### config.mk
export PLATFORM = sky130hd
export DESIGN_NAME = interrupt_controller
export DESIGN_NICKNAME = d
export VERILOG_FILES = /design/src/rtl/interrupt_controller.sv
export SDC_FILE = /design/constraint.sdc
export NUM_CORES = 1
export LEC_CHECK = 0
export ABC_CLOCK_PERIOD_IN_PS = 3900
export BUFFER_PORTS_ARGS = -buffer_cell sky130_fd_sc_hd__buf_2
export CAP_MARGIN = 20
export CORE_UTILIZATION = 35
export DETAILED_ROUTE_END_ITERATION = 8
export PLACE_DENSITY = 0.56
export SLEW_MARGIN = 20
export SYNTH_ARGS = -nofsm -noshare
export SYNTH_HDL_FRONTEND = slang
export SYNTH_SLANG_ARGS = --single-unit
### constraint.sdc
create_clock -name clk -period 3.9 [get_ports clk]
set_clock_uncertainty 0.2 [all_clocks]
set_input_delay 0.585 -clock clk [delete_from_list [all_inputs] [get_ports clk]]
set_output_delay 0.585 -clock clk [all_outputs]
set_load 0.005 [all_outputs]
### src/rtl/interrupt_controller.sv
// Peripheral interrupt receiver: edge-detected, masked requests queued in a FIFO with a pending/ack head.
// Optional saturating drop counter is enabled by defining INTC_OVERFLOW_COUNT_EN.
module interrupt_controller #(
    parameter int DEPTH  = 4,
    parameter int ADDR_W = 2
) (
    input  logic              clk,
    input  logic              rst,
    input  logic              interruptSignal,
    input  logic [3:0]        interruptIndex,
    input  logic [15:0]       data,
    input  logic [15:0]       intMask,
    input  logic              intAck,
    output logic              intPending,
    output logic [3:0]        intIndex,
    output logic [15:0]       intData,
    output logic [ADDR_W:0]   fifoCount,
    output logic [7:0]        overflowCount
);

    localparam logic [ADDR_W:0] FULL_COUNT = (ADDR_W + 1)'(DEPTH);

    logic              r_prevSignal;
    logic [ADDR_W-1:0] r_wrPtr;
    logic [ADDR_W-1:0] r_rdPtr;
    logic [ADDR_W:0]   r_count;
    logic [3:0]        r_memIndex [DEPTH];
    logic [15:0]       r_memData  [DEPTH];

    logic w_request;
    logic w_full;
    logic w_empty;
    logic w_pop;
    logic w_push;

    // A falling edge of the active-low request, filtered by the per-index mask.
    assign w_request = !interruptSignal && r_prevSignal && intMask[interruptIndex];
    assign w_full    = (r_count == FULL_COUNT);
    assign w_empty   = (r_count == '0);
    assign w_pop     = intAck && !w_empty;
    assign w_push    = w_request && (!w_full || w_pop);

    always_ff @(posedge clk or negedge rst) begin
        if (!rst) begin
            r_prevSignal <= 1'b1;
            r_wrPtr      <= '0;
            r_rdPtr      <= '0;
            r_count      <= '0;
        end else begin
            r_prevSignal <= interruptSignal;
            if (w_push) begin
                r_wrPtr <= r_wrPtr + 1'b1;
            end
            if (w_pop) begin
                r_rdPtr <= r_rdPtr + 1'b1;
            end
            case ({w_push, w_pop})
                2'b10:   r_count <= r_count + 1'b1;
                2'b01:   r_count <= r_count - 1'b1;
                default: r_count <= r_count;
            endcase
        end
    end

    // Storage needs no reset: the head outputs are forced to zero while empty.
    always_ff @(posedge clk) begin
        if (w_push) begin
            r_memIndex[r_wrPtr] <= interruptIndex;
            r_memData[r_wrPtr]  <= data;
        end
    end

    assign intPending = !w_empty;
    assign intIndex   = w_empty ? 4'h0  : r_memIndex[r_rdPtr];
    assign intData    = w_empty ? 16'h0 : r_memData[r_rdPtr];
    assign fifoCount  = r_count;

`ifdef INTC_OVERFLOW_COUNT_EN
    logic       w_drop;
    logic [7:0] r_overflowCount;

    assign w_drop = w_request && w_full && !w_pop;

    always_ff @(posedge clk or negedge rst) begin
        if (!rst) begin
            r_overflowCount <= 8'h00;
        end else if (w_drop && (r_overflowCount != 8'hFF)) begin
            r_overflowCount <= r_overflowCount + 8'h01;
        end
    end

    assign overflowCount = r_overflowCount;
`else
    assign overflowCount = 8'h00;
`endif

endmodule

Word-level counts from Yosys, hierarchy flattened
Memories as Yosys holds them, arrays and structs flattened. Index checks and enable logic that the tools add are counted.

Add/subtract/negate cells: 4. Order comparisons: 1. Equality and inequality tests: 3. Muxes and demuxes: 7. Reductions and logical operators: 10.

Operator list (count): 16-bit two-way mux (1); 3-bit one-hot mux with 2 select lines (1); 4-bit by 5-bit less-than comparator with 1-bit output, second input constant (1); 2-bit by 1-bit adder with 2-bit output, second input constant (2); 1-bit binary-select mux with 4-bit select (1); 1-bit logical AND (4); 4-bit two-way mux (1); 3-bit by 1-bit adder with 3-bit output, second input constant (1); 3-bit equality test, second input constant (1); 1-bit logical NOT (3); 3-bit logical NOT (1); 1-bit two-way mux (3); 3-bit by 1-bit subtractor with 3-bit output, second input constant (1); 2-bit by 1-bit equality test with 1-bit output, second input constant (1); 2-bit equality test, second input constant (1); 2-bit nonzero test (1); 1-bit logical OR (1).

Flip-flop bits (word level): 8. Memory bits (writable): 80. Bits of input ports: 40. Output and inout bits: 32. Logic and storage cells: 31. Memories kept: 2.

Memories: r_memData (words 4, width 16, rd ports 1, clocked after Yosys merged registers in 0, wr ports 1, RTL line 28) `logic [15:0] r_memData [DEPTH];`; r_memIndex (words 4, width 4, rd ports 1, clocked after Yosys merged registers in 0, wr ports 1, RTL line 27) `logic [3:0] r_memIndex [DEPTH];`.

Longest topological paths before layout
Gate-level depths: netlist (run 1).

Word-level depth: 7. Mapped depth: 13. Depth with buffers taken out: 11.

Least setup slack after synthesis (run 1)
Ideal clock, no wire load.

Kind: input-to-reg. Start point: in interruptIndex[0]. End point: reg r_count[1] (netlist: fifoCount[1]). Setup time: 0.124 ns. Arrival: 2.926 ns. Data required time: 3.576 ns. Path slack: 0.650 ns. Stages on the path: 12. Buffers on the path: 2. Path through: buf_6 mux4_2 a22oi_2 nand2_2 buf_4 nor2_1 fa_1 nand2_1 nor2_1 a221oi_1 o22ai_1 a211o_1.

Word-level cells in the longest chain between the ends: 6. Elaborated cells between the ends (all ways): 8. Classes of those cells: 2 x eq/ne; 3 x mux; 3 x reduce/logical.

RTL lines: start, declared (RTL line 10) `input logic [3:0] interruptIndex,`; 1-bit binary-select mux with 4-bit select (*) (RTL line 37) `assign w_request = !interruptSignal && r_prevSignal && intMask[interruptIndex];`; 1-bit two-way mux (not written as such) (*) (RTL line 37); 1-bit logical AND (*) (RTL line 37); 1-bit logical AND (*) (RTL line 41) `assign w_push = w_request && (!w_full || w_pop);`; 2-bit by 1-bit equality test with 1-bit output / 2-bit equality test (equally long branches) (RTL line 57) `case ({w_push, w_pop})`; 3-bit one-hot mux with 2 select lines / 2-bit nonzero test (equally long branches); end signal, assigned (RTL line 58) `2'b10: r_count <= r_count + 1'b1;`; end signal, assigned (RTL line 59) `2'b01: r_count <= r_count - 1'b1;`; end signal, assigned (RTL line 60) `default: r_count <= r_count;`; end, declared (RTL line 26) `logic [ADDR_W:0] r_count;`.

Mark *: on every way between the ends. The rest lies on a longest branch, timed or not. The select of a mux whose other input is x is not followed. A chain may end at the register's enable or synchronous reset.

Final worst setup path (run 1)
Ends and elaborated chain as after synthesis.

==> flow_summary.toml, run 1 <==
[grt]
grt_pass1_wl_mm = 11.4
grt_antenna_before_repair = 0
grt_pass1_vias = 2215
grt_max_degree = 23
grt_util_all_layers = 0.136
grt_overflow_total = 0

[finish]
final_common_cell = "edfxtp_1"
multiInputGateArea_mm2 = 0.00115
diodes = 0
final_cell_mix = "80 x edfxtp_1, 63 x buf_2, 22 x mux4_2"
regArea_mm2 = 0.00260
drive_above_1_share = 0.392
nNetsFinal = 336
fill_cells = 924
areaGrowthSynthToFinish_pct = 18.0

[logic_synthesis]
ys_ff_latch = 88
netlist_area_mm2 = 0.00386
synth_cell_types = 41
async_flop_share = 0.0909
synth_ff_type = "edfxtp_1"
synth-edff-count = 80
syn_avg_cell_area_um2 = 17.7
yosysWarnings = 0
synth-seq-area-share = 0.675
netlist_instances = 218

[worst_setup_path]
crit_arrival_ns = 3.11
worstSetupStartpointType = "primary input"
cp-startpoint = "interruptIndex[0]"
path_class = "in2reg"
end_kind = "flop"
rr_startpoint = "r_prevSignal$_DFF_PN1_"
setup.reg_to_reg.worst_slack_ns = 0.85
crit_fanout = 10
cp_data_required_time_ns = 3.93

[clock_tree]
worstSkewPairLatency_ns = 0.34
postCtsSetupBuffers = 0
numCtsBuffers = 9
cts_buffer_depth = 2
path_clk_slew_ns = 0.07
cts_hold_buf = 1
root_buffer = "clkbuf_8"
cts-htree-levels = 3
cts_sinks = 88
post_cts_resized = 0
cts_tree = "done"

[timing]
worst_pin_slew_ns = 0.551
fin_crit_ns = 3.09
hold_violations = 0
setup_viol = 0
final_max_slew_viol_count = 0
fin_ws_ns = 0.813
rsz0062_at_grt = "false"
fin_crit_sh = 0.792
relSlewSlack = 0.633
tns_ns = 0
max_freq_ghz = 0.324

[min_path]
hp-start = "interruptSignal"
min_path_type = "in2reg"

[drt]
first_pass_iters = 4
first_iter_violations = 63
viasPerCell = 4.80
dr_total_vias = 2075
drtAntennaViolNets = 0
drc = 0
wl_per_cell_um = 16.3
drt-total-wl_mm = 7.05

[power]
ir_drop_v = 0.000402
leakagePower_nw = 1.68
p_per_area_mw_per_mm2 = 620

[floorplan]
start_util = 0.367
rows = 37
pin_count = 72
core_area_mm2 = 0.0105
die_x_um = 107
dieHeight_um = 107
dieArea_mm2 = 0.0114

[run_status]
status = "finished, final reports clean"

[place]
pre_cts_ws_ns = 0.455
port_buffers = 63
gp_congestion = 0.778
hpwl_mm = 4.64

[job]
max_cap_viol_count = 0
## where the power goes
group          total, mW  switching [mW]  internal, mW
combinational      0.995           0.459         0.536
clock              0.598           0.301         0.297
sequential          1.23          0.0967          1.13
total               2.82           0.857          1.97
## synthesized netlist by cell type, types with 2 or more instances
| library cell | count | area [um^2] |
|---|---|---|
| mux4_2 | 22 | 495 |
| nand3b_1 | 2 | 15.0 |
| mux2i_1 | 7 | 70.1 |
| nand2b_1 | 2 | 12.5 |
| buf_4 | 9 | 67.6 |
| inv_1 | 6 | 22.5 |
| nand2_1 | 5 | 18.8 |
| ha_1 | 4 | 50.1 |
| clkbuf_1 | 6 | 22.5 |
| edfxtp_1 | 80 | 2400 |
| o22ai_1 | 2 | 12.5 |
| a221oi_1 | 4 | 35.0 |
| nor2b_1 | 21 | 131 |
| xnor2_1 | 4 | 35.0 |
| and3_1 | 4 | 25.0 |
| dfrtp_1 | 7 | 175 |
| buf_2 | 2 | 10.0 |
| nor2_1 | 8 | 30.0 |
## final timing paths
kind | to | cells after the start
min reg2reg | r_rdPtr[1]$_DFFE_PN0P_ | 1
max in group asynchronous | r_prevSignal$_DFF_PN1_ | 2
max reg2reg | fifoCount[1]$_DFFE_PN0P_ | 11
min | r_prevSignal$_DFF_PN1_ | 1
max | fifoCount[1]$_DFFE_PN0P_ | 11
min in group asynchronous | r_wrPtr[1]$_DFFE_PN0P_ | 2
## layer usage
| metal | vias to the layer above | wire [um] | global-route usage | part of all wire |
|---|---|---|---|---|
| li1 | 979 | - | - | - |
| met1 | 1018 | 3060 | 0.169 | 0.43 |
| met2 | 71 | 3570 | 0.232 | 0.51 |
| met3 | 7 | 345 | 0.0365 | 0.049 |
| met4 | 0 | 69 | 0.0411 | 0.0098 |
| met5 | - | 0 | 0 | 0 |
## cell families (layout without fill, tap and decap cells)
group / after synthesis / after routing / share of synthesized area
AND/OR/NAND/NOR: 49 / 49 / 0.0733
adder cells (fa/ha/maj): 5 / 5 / 0.0182
AO/OA/AOI/OAI: 17 / 17 / 0.0386
other: 1 / 8 / 0.000972
buffers and inverters: 24 / 95 / 0.0347
multiplexers: 30 / 30 / 0.150
XOR/XNOR: 4 / 4 / 0.00908
flip-flops: 88 / 88 / 0.675
## final cells by class
cell class	count	share of cell area
repair buffers	73	0.0918
well taps	136	0.0374
multi-input cells	113	0.253
flip-flops and latches	88	0.572
clock buffers	11	0.0288
inverters	6	0.00495
clock inverters	5	0.0124
## state kept, by name, indices dropped and copies added, names as in the netlist
name and cells:
fifoCount 3, r_memData 64, r_memIndex 16, r_rdPtr 2, r_wrPtr 2, r_prevSignal 1
## through the flow
| stage | cell area [um^2] | std cells | total power [mW] | hold WS [ns] | util |
|---|---|---|---|---|---|
| 5_1_grt | 4550 | 432 | 3.02 | 0.144 | 0.433 |
| 4_1_cts | 4550 | 432 | 2.87 | 0.149 | 0.433 |
| 6_report | 4550 | 432 | 2.82 | 0.169 | 0.433 |
| 3_5_place_dp | 4360 | 415 | 2.27 | 0.248 | 0.415 |
| 3_3_place_gp | 4360 | 415 | 2.26 | 0.246 | 0.415 |
| 2_1_floorplan | 3880 | 225 | 1.89 | 0.0894 | - |
## critical path, cell delays in order
cell      delay (ns)
buf_2           0.24
mux4_2          0.55
a22oi_2         0.26
nand2_2         0.09
nor2_1          0.14
fa_1            0.48
nand2_1         0.09
nor2_1          0.04
a221oi_1        0.23
o22ai_1         0.13
a211o_1         0.28
No activity file was read; power rests on OpenSTA's default activity.
==> inputs of run 2 (changes only) <==
ABC_CLOCK_PERIOD_IN_PS = 2900   (was 3900)
clock period = 2.9 ns   (was 3.9 ns; I/O delays follow)
==> run 2 against run 1 <==
  * Via count grew 2.9%
  * Sequential share of layout area shrank 1.8 points
  * Clock power grew 28%
  * Critical path type is now reg2reg
==> flow_summary.toml, run 2 (synthesis results as in run 1) <==
[min_path]
min_path_type = "in2reg"
hp-start = "data[2]"

[finish]
final_cell_mix = "80 x edfxtp_1, 63 x buf_2, 23 x buf_4"
regMostFlops = "r_memData"
nNetsFinal = 353
final_common_cell = "edfxtp_1"
largest_register_ffs = 64
drive_above_1_share = 0.435
diodes = 0
areaGrowthSynthToFinish_pct = 21.8

[place]
pre_cts_ws_ns = -0.109
hpwl_mm = 4.84
gp_congestion = 0.735
port_buffers = 63

[drt]
drt-total-wl_mm = 7.04
first_pass_iters = 4
wl_per_cell_um = 15.7
drc = 0
viasPerCell = 4.76
drtAntennaViolNets = 0
dr_total_vias = 2135
first_iter_violations = 85

[power]
leakagePower_nw = 1.76
ir_drop_v = 0.000370
p_per_area_mw_per_mm2 = 820
finalPower_mw = 3.85

[worst_setup_path]
cp_data_required_time_ns = 2.94
path_class = "reg2reg"
setup.reg_to_reg.worst_slack_ns = 0.09
r2r_cells = 11
crit_end = "fifoCount[1]$_DFFE_PN0P_"
reg2reg_to = "fifoCount[1]$_DFFE_PN0P_"
rr_startpoint = "r_prevSignal$_DFF_PN1_"
end_kind = "flop"
crit_arrival_ns = 2.85
worstSetupStartpointType = "flop"
crit_fanout = 3
cp-startpoint = "r_prevSignal$_DFF_PN1_"

[floorplan]
dieHeight_um = 107
rows = 37
die_x_um = 107
dieArea_mm2 = 0.0114
pin_count = 72
start_util = 0.367
core_area_mm2 = 0.0105

[clock_tree]
root_buffer = "clkbuf_8"
worstSkewPairLatency_ns = 0.35
postCtsSetupBuffers = 0
cts_buffer_depth = 2
cts-htree-levels = 3
path_clk_slew_ns = 0.09
cts_sinks = 88
cts_tree = "done"
numCtsBuffers = 9

[grt]
grt_pass1_wl_mm = 11.2
grt_overflow_total = 0
grt_util_all_layers = 0.135
grt_antenna_before_repair = 1
grt_max_degree = 23
grt_pass1_vias = 2211

[timing]
fin_ws_ns = 0.0919
final_max_slew_viol_count = 0
hold_violations = 0
fin_crit_ns = 2.81
rsz0062_at_grt = "true"
tns_ns = 0
fin_crit_sh = 0.968
setup_viol = 0
max_freq_ghz = 0.356

[job]
max_cap_viol_count = 0

[run_status]
status = "finished, final reports clean"
==> run 2: layout make-up <==
cell class / instances / area [um^2]
fill: 941 / 5810
sequential: 88 / 2600
multi-input combinational: 113 / 1170
timing repair buffer: 90 / 558
tap: 136 / 170
clock buffer: 10 / 128
clock inverter: 6 / 51.3
inverter: 6 / 22.5
==> run 2: worst min path at each step <==
stage	end	slack (ns)	cells after the start
floorplan	fifoCount[0]$_DFFE_PN0P_	-0.06	0
CTS	r_memData[1][13]$_DFFE_PP_	0.07	1
finish	r_memData[3][2]$_DFFE_PP_	0.09	1
global route	r_memData[1][13]$_DFFE_PP_	0.07	1
detailed placement	fifoCount[0]$_DFFE_PN0P_	0.10	1
global placement	fifoCount[2]$_DFFE_PN0P_	0.1	1
==> run 2: timing repair <==
action | in CTS | in global routing
setup endpoints to repair | 0 | 1
hold buffers | 1 | 0
resized for setup | 0 | 1
hold endpoints to repair | 8 | 0
==> run 2: per-stage QoR <==
| step | util | cells | hold WS, ns | cell area [um^2] |
|---|---|---|---|---|
| after floorplan | - | 225 | -0.0606 | 3900 |
| after detailed placement | 0.429 | 432 | 0.105 | 4500 |
| after global placement | 0.429 | 432 | 0.0984 | 4500 |
| after CTS | 0.447 | 449 | 0.0672 | 4690 |
| after global routing | 0.447 | 449 | 0.0683 | 4700 |
| final | 0.447 | 449 | 0.0882 | 4700 |
==> run 2: routing by layer <==
layer  share of wire  GRT usage  vias up
met1            0.42      0.160     1043
li1                -          -     1012
met4           0.015     0.0440        2
met5          0.0023          0        -
met3           0.059     0.0450       11
met2            0.50      0.229       67
==> run 2: where the power goes <==
| part | switching [mW] | total (mW) | internal [mW] |
|---|---|---|---|
| Combinational | 0.681 | 1.48 | 0.797 |
| Sequential | 0.0856 | 1.61 | 1.52 |
| Clock | 0.440 | 0.763 | 0.323 |
==> run 2: critical path, cell delays in order (launching register included) <==
cell and delay, ns:
dfstp_2 0.54, or3b_1 0.35, a221oi_2 0.20, a22oi_2 0.10, nand2_2 0.11, nor2_4 0.03
fa_1 0.48, nand2_1 0.08, nor2_1 0.04, a221oi_1 0.22, o22ai_1 0.10, a211o_1 0.24
